**src/rtl/cavlc_field_sched.sv**
```systemverilog
// CAVLC field sequencer: captures one block's five coded fields and issues them in syntax order to the packer.
// Optional CAVLC_FIELD_BITCNT_EN adds per-block (blk_bits) and running (total_bits) bit counters.
module cavlc_field_sched #(
    parameter int CODE_W = 50,
    parameter int LEN_W  = 6
) (
    input  logic              clk,
    input  logic              rst,
    input  logic              enc_valid,
    output logic              enc_ready,
    input  logic [9:0]        topleft_x,
    input  logic [9:0]        topleft_y,
    input  logic [15:0]       ct_code,
    input  logic [4:0]        ct_bit,
    input  logic              ct_vld,
    input  logic [2:0]        t1_code,
    input  logic [3:0]        t1_bit,
    input  logic              t1_vld,
    input  logic [49:0]       lv_code,
    input  logic [5:0]        lv_bit,
    input  logic              lv_vld,
    input  logic [8:0]        tz_code,
    input  logic [3:0]        tz_bit,
    input  logic              tz_vld,
    input  logic [24:0]       rb_code,
    input  logic [4:0]        rb_bit,
    input  logic              rb_vld,
    output logic              pk_valid,
    input  logic              pk_ready,
    output logic [CODE_W-1:0] pk_code,
    output logic [LEN_W-1:0]  pk_len,
    output logic              blk_done,
    output logic [9:0]        blk_x,
    output logic [9:0]        blk_y
`ifdef CAVLC_FIELD_BITCNT_EN
    ,
    output logic [9:0]        blk_bits,
    output logic [31:0]       total_bits
`endif
);

    typedef enum logic [2:0] {S_IDLE, S_CT, S_T1, S_LV, S_TZ, S_RB} state_t;

    state_t            r_state;
    logic              r_rdy;
    logic [4:0]        r_mask;
    logic [2:0]        r_t1_code;
    logic [3:0]        r_t1_bit;
    logic [49:0]       r_lv_code;
    logic [5:0]        r_lv_bit;
    logic [8:0]        r_tz_code;
    logic [3:0]        r_tz_bit;
    logic [24:0]       r_rb_code;
    logic [4:0]        r_rb_bit;
    logic [9:0]        r_x;
    logic [9:0]        r_y;
    logic              r_pk_valid;
    logic [CODE_W-1:0] r_pk_code;
    logic [LEN_W-1:0]  r_pk_len;
    logic              r_done;
    logic [9:0]        r_bx;
    logic [9:0]        r_by;

    logic [4:0]        w_in_mask;
    logic [4:0]        w_cap_rem;
    logic [4:0]        w_nxt_rem;
    logic              w_cap;
    logic              w_xfer;
    state_t            w_cap_st;
    logic [CODE_W-1:0] w_cap_code;
    logic [LEN_W-1:0]  w_cap_len;
    state_t            w_nxt_st;
    logic [CODE_W-1:0] w_nxt_code;
    logic [LEN_W-1:0]  w_nxt_len;

    assign w_in_mask = {rb_vld && (rb_bit != '0), tz_vld && (tz_bit != '0),
                        lv_vld && (lv_bit != '0), t1_vld && (t1_bit != '0),
                        ct_vld && (ct_bit != '0)};
    assign w_cap     = enc_valid && r_rdy && (r_state == S_IDLE);
    assign w_xfer    = r_pk_valid && pk_ready;
    // Clearing the lowest set bit leaves the fields still to be issued.
    assign w_cap_rem = w_in_mask & (w_in_mask - 5'd1);
    assign w_nxt_rem = r_mask & (r_mask - 5'd1);

    always_comb begin
        w_cap_st   = S_IDLE;
        w_cap_code = '0;
        w_cap_len  = '0;
        if (w_in_mask[0]) begin
            w_cap_st   = S_CT;
            w_cap_code = CODE_W'(ct_code);
            w_cap_len  = LEN_W'(ct_bit);
        end else if (w_in_mask[1]) begin
            w_cap_st   = S_T1;
            w_cap_code = CODE_W'(t1_code);
            w_cap_len  = LEN_W'(t1_bit);
        end else if (w_in_mask[2]) begin
            w_cap_st   = S_LV;
            w_cap_code = CODE_W'(lv_code);
            w_cap_len  = LEN_W'(lv_bit);
        end else if (w_in_mask[3]) begin
            w_cap_st   = S_TZ;
            w_cap_code = CODE_W'(tz_code);
            w_cap_len  = LEN_W'(tz_bit);
        end else if (w_in_mask[4]) begin
            w_cap_st   = S_RB;
            w_cap_code = CODE_W'(rb_code);
            w_cap_len  = LEN_W'(rb_bit);
        end
    end

    always_comb begin
        w_nxt_st   = S_IDLE;
        w_nxt_code = '0;
        w_nxt_len  = '0;
        if (r_mask[1]) begin
            w_nxt_st   = S_T1;
            w_nxt_code = CODE_W'(r_t1_code);
            w_nxt_len  = LEN_W'(r_t1_bit);
        end else if (r_mask[2]) begin
            w_nxt_st   = S_LV;
            w_nxt_code = CODE_W'(r_lv_code);
            w_nxt_len  = LEN_W'(r_lv_bit);
        end else if (r_mask[3]) begin
            w_nxt_st   = S_TZ;
            w_nxt_code = CODE_W'(r_tz_code);
            w_nxt_len  = LEN_W'(r_tz_bit);
        end else if (r_mask[4]) begin
            w_nxt_st   = S_RB;
            w_nxt_code = CODE_W'(r_rb_code);
            w_nxt_len  = LEN_W'(r_rb_bit);
        end
    end

    always_ff @(posedge clk or negedge rst) begin
        if (!rst) begin
            r_state    <= S_IDLE;
            r_rdy      <= 1'b0;
            r_mask     <= '0;
            r_t1_code  <= '0;
            r_t1_bit   <= '0;
            r_lv_code  <= '0;
            r_lv_bit   <= '0;
            r_tz_code  <= '0;
            r_tz_bit   <= '0;
            r_rb_code  <= '0;
            r_rb_bit   <= '0;
            r_x        <= '0;
            r_y        <= '0;
            r_pk_valid <= 1'b0;
            r_pk_code  <= '0;
            r_pk_len   <= '0;
            r_done     <= 1'b0;
            r_bx       <= '0;
            r_by       <= '0;
        end else begin
            r_done <= 1'b0;
            if (r_state == S_IDLE) begin
                r_rdy <= !(w_cap && (w_in_mask != '0));
                if (w_cap) begin
                    r_t1_code  <= t1_code;
                    r_t1_bit   <= t1_bit;
                    r_lv_code  <= lv_code;
                    r_lv_bit   <= lv_bit;
                    r_tz_code  <= tz_code;
                    r_tz_bit   <= tz_bit;
                    r_rb_code  <= rb_code;
                    r_rb_bit   <= rb_bit;
                    r_x        <= topleft_x;
                    r_y        <= topleft_y;
                    r_mask     <= w_cap_rem;
                    r_state    <= w_cap_st;
                    r_pk_valid <= (w_in_mask != '0);
                    r_pk_code  <= w_cap_code;
                    r_pk_len   <= w_cap_len;
                    if (w_in_mask == '0) begin
                        r_done <= 1'b1;
                        r_bx   <= topleft_x;
                        r_by   <= topleft_y;
                    end
                end
            end else if (w_xfer) begin
                r_mask    <= w_nxt_rem;
                r_state   <= w_nxt_st;
                r_pk_code <= w_nxt_code;
                r_pk_len  <= w_nxt_len;
                if (r_mask == '0) begin
                    r_pk_valid <= 1'b0;
                    r_done     <= 1'b1;
                    r_bx       <= r_x;
                    r_by       <= r_y;
                    r_rdy      <= 1'b1;
                end
            end
        end
    end

`ifdef CAVLC_FIELD_BITCNT_EN
    logic [9:0]  r_acc;
    logic [9:0]  r_blk_bits;
    logic [31:0] r_tot;

    always_ff @(posedge clk or negedge rst) begin
        if (!rst) begin
            r_acc      <= '0;
            r_blk_bits <= '0;
            r_tot      <= '0;
        end else if (w_cap && (w_in_mask == '0)) begin
            r_blk_bits <= '0;
        end else if (w_xfer) begin
            r_tot <= r_tot + 32'(r_pk_len);
            if (r_mask == '0) begin
                r_blk_bits <= r_acc + 10'(r_pk_len);
                r_acc      <= '0;
            end else begin
                r_acc <= r_acc + 10'(r_pk_len);
            end
        end
    end

    assign blk_bits   = r_blk_bits;
    assign total_bits = r_tot;
`endif

    assign enc_ready = r_rdy;
    assign pk_valid  = r_pk_valid;
    assign pk_code   = r_pk_code;
    assign pk_len    = r_pk_len;
    assign blk_done  = r_done;
    assign blk_x     = r_bx;
    assign blk_y     = r_by;

endmodule

```
**config.mk**
```make
export PLATFORM = sky130hd
export DESIGN_NAME = cavlc_field_sched
export DESIGN_NICKNAME = d
export VERILOG_FILES = /design/src/rtl/cavlc_field_sched.sv
export SDC_FILE = /design/constraint.sdc
export NUM_CORES = 1
export LEC_CHECK = 0
export ABC_CLOCK_PERIOD_IN_PS = 3700
export CAP_MARGIN = 20
export CORE_ASPECT_RATIO = 1.4
export CORE_MARGIN = 10
export CORE_UTILIZATION = 45
export CTS_CLUSTER_DIAMETER = 30
export CTS_CLUSTER_SIZE = 40
export DETAILED_ROUTE_END_ITERATION = 10
export GPL_TIMING_DRIVEN = 1
export PLACE_DENSITY = 0.81
export REMOVE_ABC_BUFFERS = 1
export SYNTH_ARGS = -nofsm -noshare
export SYNTH_HDL_FRONTEND = slang
export SYNTH_SLANG_ARGS = --single-unit
```
**constraint.sdc**
```tcl
create_clock -name clk -period 3.7 [get_ports clk]
set_clock_uncertainty 0.05 [all_clocks]
set_input_delay 0.555 -clock clk [delete_from_list [all_inputs] [get_ports clk]]
set_output_delay 0.555 -clock clk [all_outputs]
set_load 0.03 [all_outputs]
```
Word-level counts from Yosys, hierarchy flattened

Cells that the tools add are included.

Bitwise gates (word level): 2
Equality and inequality tests: 2
$add $sub $neg: 2
Muxes and demuxes: 61
Reductions and logical operators: 26

Operator list:

| operator                                                                | count |
|---|---|
| 50-bit two-way mux                                                      | 8 |
| 10-bit two-way mux                                                      | 10 |
| 25-bit two-way mux                                                      | 4 |
| 6-bit two-way mux                                                       | 8 |
| 3-bit two-way mux                                                       | 12 |
| 5-bit two-way mux                                                       | 7 |
| 5-bit nonzero test                                                      | 3 |
| 1-bit two-way mux                                                       | 12 |
| 5-bit AND                                                               | 2 |
| 5-bit logical NOT                                                       | 2 |
| 5-bit by 1-bit subtractor with 5-bit output, second input constant      | 2 |
| 1-bit logical AND                                                       | 9 |
| 4-bit nonzero test                                                      | 2 |
| 2-bit AND reduction                                                     | 3 |
| 6-bit nonzero test                                                      | 1 |
| 4-bit AND reduction                                                     | 1 |
| 2-bit nonzero test                                                      | 2 |
| 3-bit logical NOT                                                       | 1 |
| 3-bit AND reduction                                                     | 1 |
| 2-bit by 1-bit inequality test with 1-bit output, second input constant | 1 |
| 2-bit inequality test, second input constant                            | 1 |
| 1-bit logical NOT                                                       | 1 |

Logic and storage cells: 112
Input port bits: 156
Bits in registers: 213
Output and inout port bits: 79

Depth between registers and ports, before layout

Depth in word-level cells: 9
Gate-level depth with buffers: 8

Worst setup path after synthesis

No wires, ideal clock.

Path type: input to register
From: input lv_bit[3]
To: register r_bx[0] (netlist: blk_x[0])
Library setup time: 130 ps
Data required time: 3520 ps
Data arrival time: 2270 ps
Stages: 6
Setup slack: 1251 ps
Cells stage by stage: or4_4 -> o31a_1 -> buf_6 -> nor4_4 -> buf_6 -> o211ai_2

Longest elaborated chain between the ends: 5

Ends and longest elaborated chain:

| element                                                    | RTL line | text |
|---|---|---|
| start, declared                                            | 20       | `input logic [5:0] lv_bit,` |
| 6-bit nonzero test                                         | 77       | `lv_vld && (lv_bit != '0), t1_vld && (t1_bit != '0),` |
| 1-bit logical AND                                          | 77       |  |
| 5-bit logical NOT                                          | 176      | `if (w_in_mask == '0) begin` |
| 2-bit by 1-bit inequality test with 1-bit output (no line) | n/a      |  |
| 4-bit AND reduction (no line)                              | n/a      |  |
| end signal, assigned                                       | 178      | `r_bx <= topleft_x;` |
| end signal, assigned                                       | 190      | `r_bx <= r_x;` |
| end, declared                                              | 61       | `logic [9:0] r_bx;` |

Every way passes these cells.
A chain may end at the register's enable or synchronous reset.

Worst setup path after layout

From: register r_state[0]
To: register r_pk_code[23] (netlist: pk_code[23])

Longest elaborated chain between the ends: 4
Elaborated cells on any way between the ends: 6
Classes of those cells: eq/ne (1); mux (1); reduce/logical (4)

Ends and longest elaborated chain:

| element                         | RTL line | text |
|---|---|---|
| start, declared                 | 44       | `state_t r_state;` |
| start signal, assigned          | 172      | `r_state <= w_cap_st;` |
| start signal, assigned          | 184      | `r_state <= w_nxt_st;` |
| 3-bit logical NOT *             | 79, 158  |  |
| 1-bit logical AND               | 79       | `assign w_cap = enc_valid && r_rdy && (r_state == S_IDLE);` |
| 2-bit inequality test (no line) | n/a      |  |
| 2-bit AND reduction (no line)   | n/a      |  |
| end signal, assigned            | 174      | `r_pk_code <= w_cap_code;` |
| end signal, assigned            | 185      | `r_pk_code <= w_nxt_code;` |
| end, declared                   | 58       | `logic [CODE_W-1:0] r_pk_code;` |

Every way passes the cells marked *; elsewhere a longest branch is shown, timed or not.

==> impl_metrics.csv <==
group,metric,value,unit
outcome,outcome,"completed",
die,rows,65,
clocking,path_clk_slew,0.05,ns
worst_setup_path,crit_family,"simple AND/OR/NAND/NOR gates",
logic_synthesis,yosysMostFrequentCell,"nand2_1",
pwr,power_leakage,6.49,nW
worst_setup_path,r2r_slack,1.10,ns
global_routing,grt_use_total,23.2,%
worst_setup_path,cp_data_arrival_time,2.98,ns
finish,area_growth_syn_to_layout,40.8,%
worst_setup_path,crit_path_end,"pk_code[23]$_DFFE_PN0P_",
sta,tightest_slew,0.864,ns
min_path,hold_class,"in -> async",
global_routing,antenna_found_initial,1,
clocking,post_cts_buffers,0,
sta,setup_tns,0,ns
logic_synthesis,syn-cell-area,10200,sq um
clocking,cts-htree-levels,2,
logic_synthesis,yosys.area.top_type,"dfrtp_1",
pwr,powerDensity,930,nW/um^2
die,coreArea,22400,sq um
global_routing,grt.overflow.total,0,
die,ios,235,
logic_synthesis,synth_edf_count,0,
finish,drive_gt1_share,11.3,%
placed_design,hpwl,22600,microns
global_routing,grt_max_degree,106,
logic_synthesis,yosys.area.top_type_share,52.0,%
detailed_routing,postRouteWirelength,34500,microns
worst_setup_path,worst-r2r-cell-count,7,
logic_synthesis,ys_types,53,
logic_synthesis,ys_ff_latch,212,
sta,final_max_slew_viol_count,0,
logic_synthesis,synthTopCellsByArea,"dfrtp_1 (52%), nand2_1 (16%), a221oi_1 (4.5%), nor2_1 (3.3%), clkbuf_1 (2.6%)",
placed_design,place_congestion,0.912,
worst_setup_path,critical-path-max-stage-delay,0.64,ns
worst_setup_path,worst_setup_path_start_kind,"register",
worst_setup_path,path_cells,"nor3_2, buf_4, nand2_1, nor3_2, buf_4, a221oi_1, a21oi_1",
finish,fin_nets,1546,
worst_setup_path,r2r_start,"r_state[0]$_DFFE_PN0P_",
logic_synthesis,syn_avg_cell_area,8.72,sq um
logic_synthesis,synth_common_cells,"nand2_1 (443), dfrtp_1 (212), nor2_1 (91)",
logic_synthesis,yosysSeqAreaShare,52.0,%
detailed_routing,vias,9976,
detailed_routing,first_iter_violations,900,
detailed_routing,drt-pass1-iter-count,7,
clocking,cts.sinks,212,
worst_setup_path,path_buf_inv,2,
worst_setup_path,worstPathMaxFanout,38,
worst_setup_path,crit_start,"r_state[0]$_DFFE_PN0P_",
logic_synthesis,synth_ff_type,"dfrtp_1",
worst_setup_path,crit_path_end_kind,"register",
finish,fillCellCount,1806,
sta,rsz0062_at_grt,"no",
clocking,post_cts_resized,0,
die,die_y,198,microns
worst_setup_path,cp.required,4.08,ns
sta,relSlewSlack,42.4,%
placed_design,dp_slack,0.656,ns
worst_setup_path,r2r-end,"pk_code[23]$_DFFE_PN0P_",
clocking,cts_tree,"yes",
logic_synthesis,synth_cells,1170,
detailed_routing,via_per_inst,5.79,
worst_setup_path,path_depth,7,
detailed_routing,drc,0,
die,die-area,29200,sq um
sta,fmax,385,MHz
clocking,numCtsBuffers,40,
sta,finalCritPeriodShare,70.1,%
global_routing,grt_pass1_wl,55200,microns
global_routing,grt_pass1_vias,10400,
detailed_routing,postRouteAntennaNets,0,
die,fp.dieW,147,microns
logic_synthesis,synthArstFlopShare,100,%
pwr,peakVddDrop,520,uV
clocking,cts-root-buf,"clkbuf_16",
placed_design,portBuffers,234,
clocking,clk_latency,0.51,ns
worst_setup_path,worst_path_max_delay_cell,"nor3_2",
sta,layout_min_cycle_time,2.60,ns
sta,layout_setup_ws,1.10,ns
worst_setup_path,crit_type,"reg -> reg",
clocking,clockBufferDepth,3,
detailed_routing,wl_per_cell,20.0,microns
logic_synthesis,ys_warn_count,0,
sta,hold_viol,0,
sta,setup_viol_count_final,0,
job,maxCapViolations,0,
clocking,cts_hold_buf,0,
die,initial_utilization,45.5,%
registers in the layout, summed over array words and instances, names as in the netlist:
| register | cells |
|---|---|
| r_tz_code | 9 |
| r_x | 10 |
| blk_done | 1 |
| r_t1_code | 3 |
| pk_valid | 1 |
| r_lv_code | 50 |
| enc_ready | 1 |
| blk_y | 10 |
| blk_x | 10 |
| r_lv_bit | 6 |
| pk_code | 50 |
| r_rb_bit | 5 |
| r_tz_bit | 4 |
| r_state | 3 |
| r_rb_code | 25 |
| pk_len | 6 |
| r_y | 10 |
| r_mask | 4 |
| r_t1_bit | 4 |
layer usage:
layer  wire, microns  GRT usage [%]  part of all wire, %
met5               0              0                    0
met4            1610           12.4                  4.7
met3            3060           6.65                  8.8
met2           17500           39.8                   51
met1           12300           25.4                   36
placed cells by master (no fill, tap or decap), drive strengths merged, types with 3 or more instances in the layout:
cell type | Yosys | layout
nand2 | 443 | 443
clkdlybuf4s50 | 0 | 233
dfrtp | 212 | 212
nor2 | 91 | 91
a221oi | 52 | 52
clkbuf | 72 | 52
a21oi | 47 | 47
o21ai | 34 | 34
buf | 16 | 32
o211ai | 29 | 29
nand3 | 28 | 28
and3 | 24 | 24
mux2 | 17 | 17
nor3 | 14 | 14
a31oi | 10 | 10
a221o | 9 | 9
bufinv | 0 | 8
o221a | 6 | 6
a32o | 6 | 6
clkinv | 0 | 6
inv | 3 | 6
a32oi | 5 | 5
clkinvlp | 0 | 5
o22ai | 4 | 4
or4 | 4 | 4
and2 | 4 | 4
o31ai | 4 | 4
a211o | 3 | 3
o2111ai | 3 | 3
nand4 | 3 | 3
a211oi | 3 | 3
kinds of logic (layout without fill, tap and decap cells):
| logic type | after synthesis | count (layout) | synth area share (%) |
|---|---|---|---|
| AND/OR/NAND/NOR | 620 | 620 | 24.9 |
| buffers and inverters | 91 | 342 | 3.87 |
| flip-flops | 212 | 212 | 52.0 |
| multiplexers | 17 | 17 | 1.88 |
| AO/OA/AOI/OAI | 230 | 230 | 17.4 |
| other | 0 | 2 | 0 |
worst min path at each step:
stage / from / endpoint / slack (ns) / cells after the start
floorplan: rst / blk_done$_DFF_PN0_ / 0.21 / 0
global placement: r_t1_bit[0]$_DFFE_PN0P_ / r_t1_bit[0]$_DFFE_PN0P_ / 0.40 / 2
detailed placement: r_lv_code[13]$_DFFE_PN0P_ / r_lv_code[13]$_DFFE_PN0P_ / 0.41 / 2
CTS: rst / blk_x[5]$_DFFE_PN0P_ / 0.14 / 1
global route: rst / blk_y[0]$_DFFE_PN0P_ / 0.16 / 1
finish: rst / blk_x[5]$_DFFE_PN0P_ / 0.10 / 1
metrics by stage:
| step | total power, W | cells | area [sq um] | utilization (%) | hold WS [ns] |
|---|---|---|---|---|---|
| 4_1_cts | 0.0134 | 1722 | 14400 | 64.0 | 0.136 |
| 3_3_place_gp | 0.00921 | 1649 | 12900 | 57.4 | 0.402 |
| 3_5_place_dp | 0.00937 | 1649 | 12900 | 57.4 | 0.407 |
| 6_report | 0.0134 | 1724 | 14400 | 64.0 | 0.103 |
| 2_1_floorplan | 0.00720 | 1082 | 9820 | - | 0.209 |
| 5_1_grt | 0.0141 | 1723 | 14400 | 64.0 | 0.159 |
worst register-to-register path, stage by stage, from the launching register on:
cell and delay (ns):
dfrtp_1 0.43, nor3_2 0.64, buf_4 0.29, nand2_1 0.16, nor3_2 0.15, buf_4 0.42, a221oi_1 0.21, a21oi_1 0.18
where the power goes:
part / leakage (nW) / total [W] / switching, W / internal [W]
clock: 0.710 / 0.00396 / 0.00124 / 0.00272
sequential: 2.63 / 0.00409 / 0.000664 / 0.00342
combinational: 3.15 / 0.00532 / 0.00316 / 0.00216
final cells by class:
cell class	instances	area, sq um	share of cell area [%]
Antenna cell	2	5.00	0.0348
Clock buffer	51	1130	7.89
Clock inverter	22	342	2.38
Inverter	3	11.3	0.0783
Multi-Input combinational cell	867	4550	31.7
Sequential cell	212	5310	36.9
Tap cell	301	377	2.62
Timing Repair Buffer	266	2650	18.4
Power figures use the tool's default switching activity.
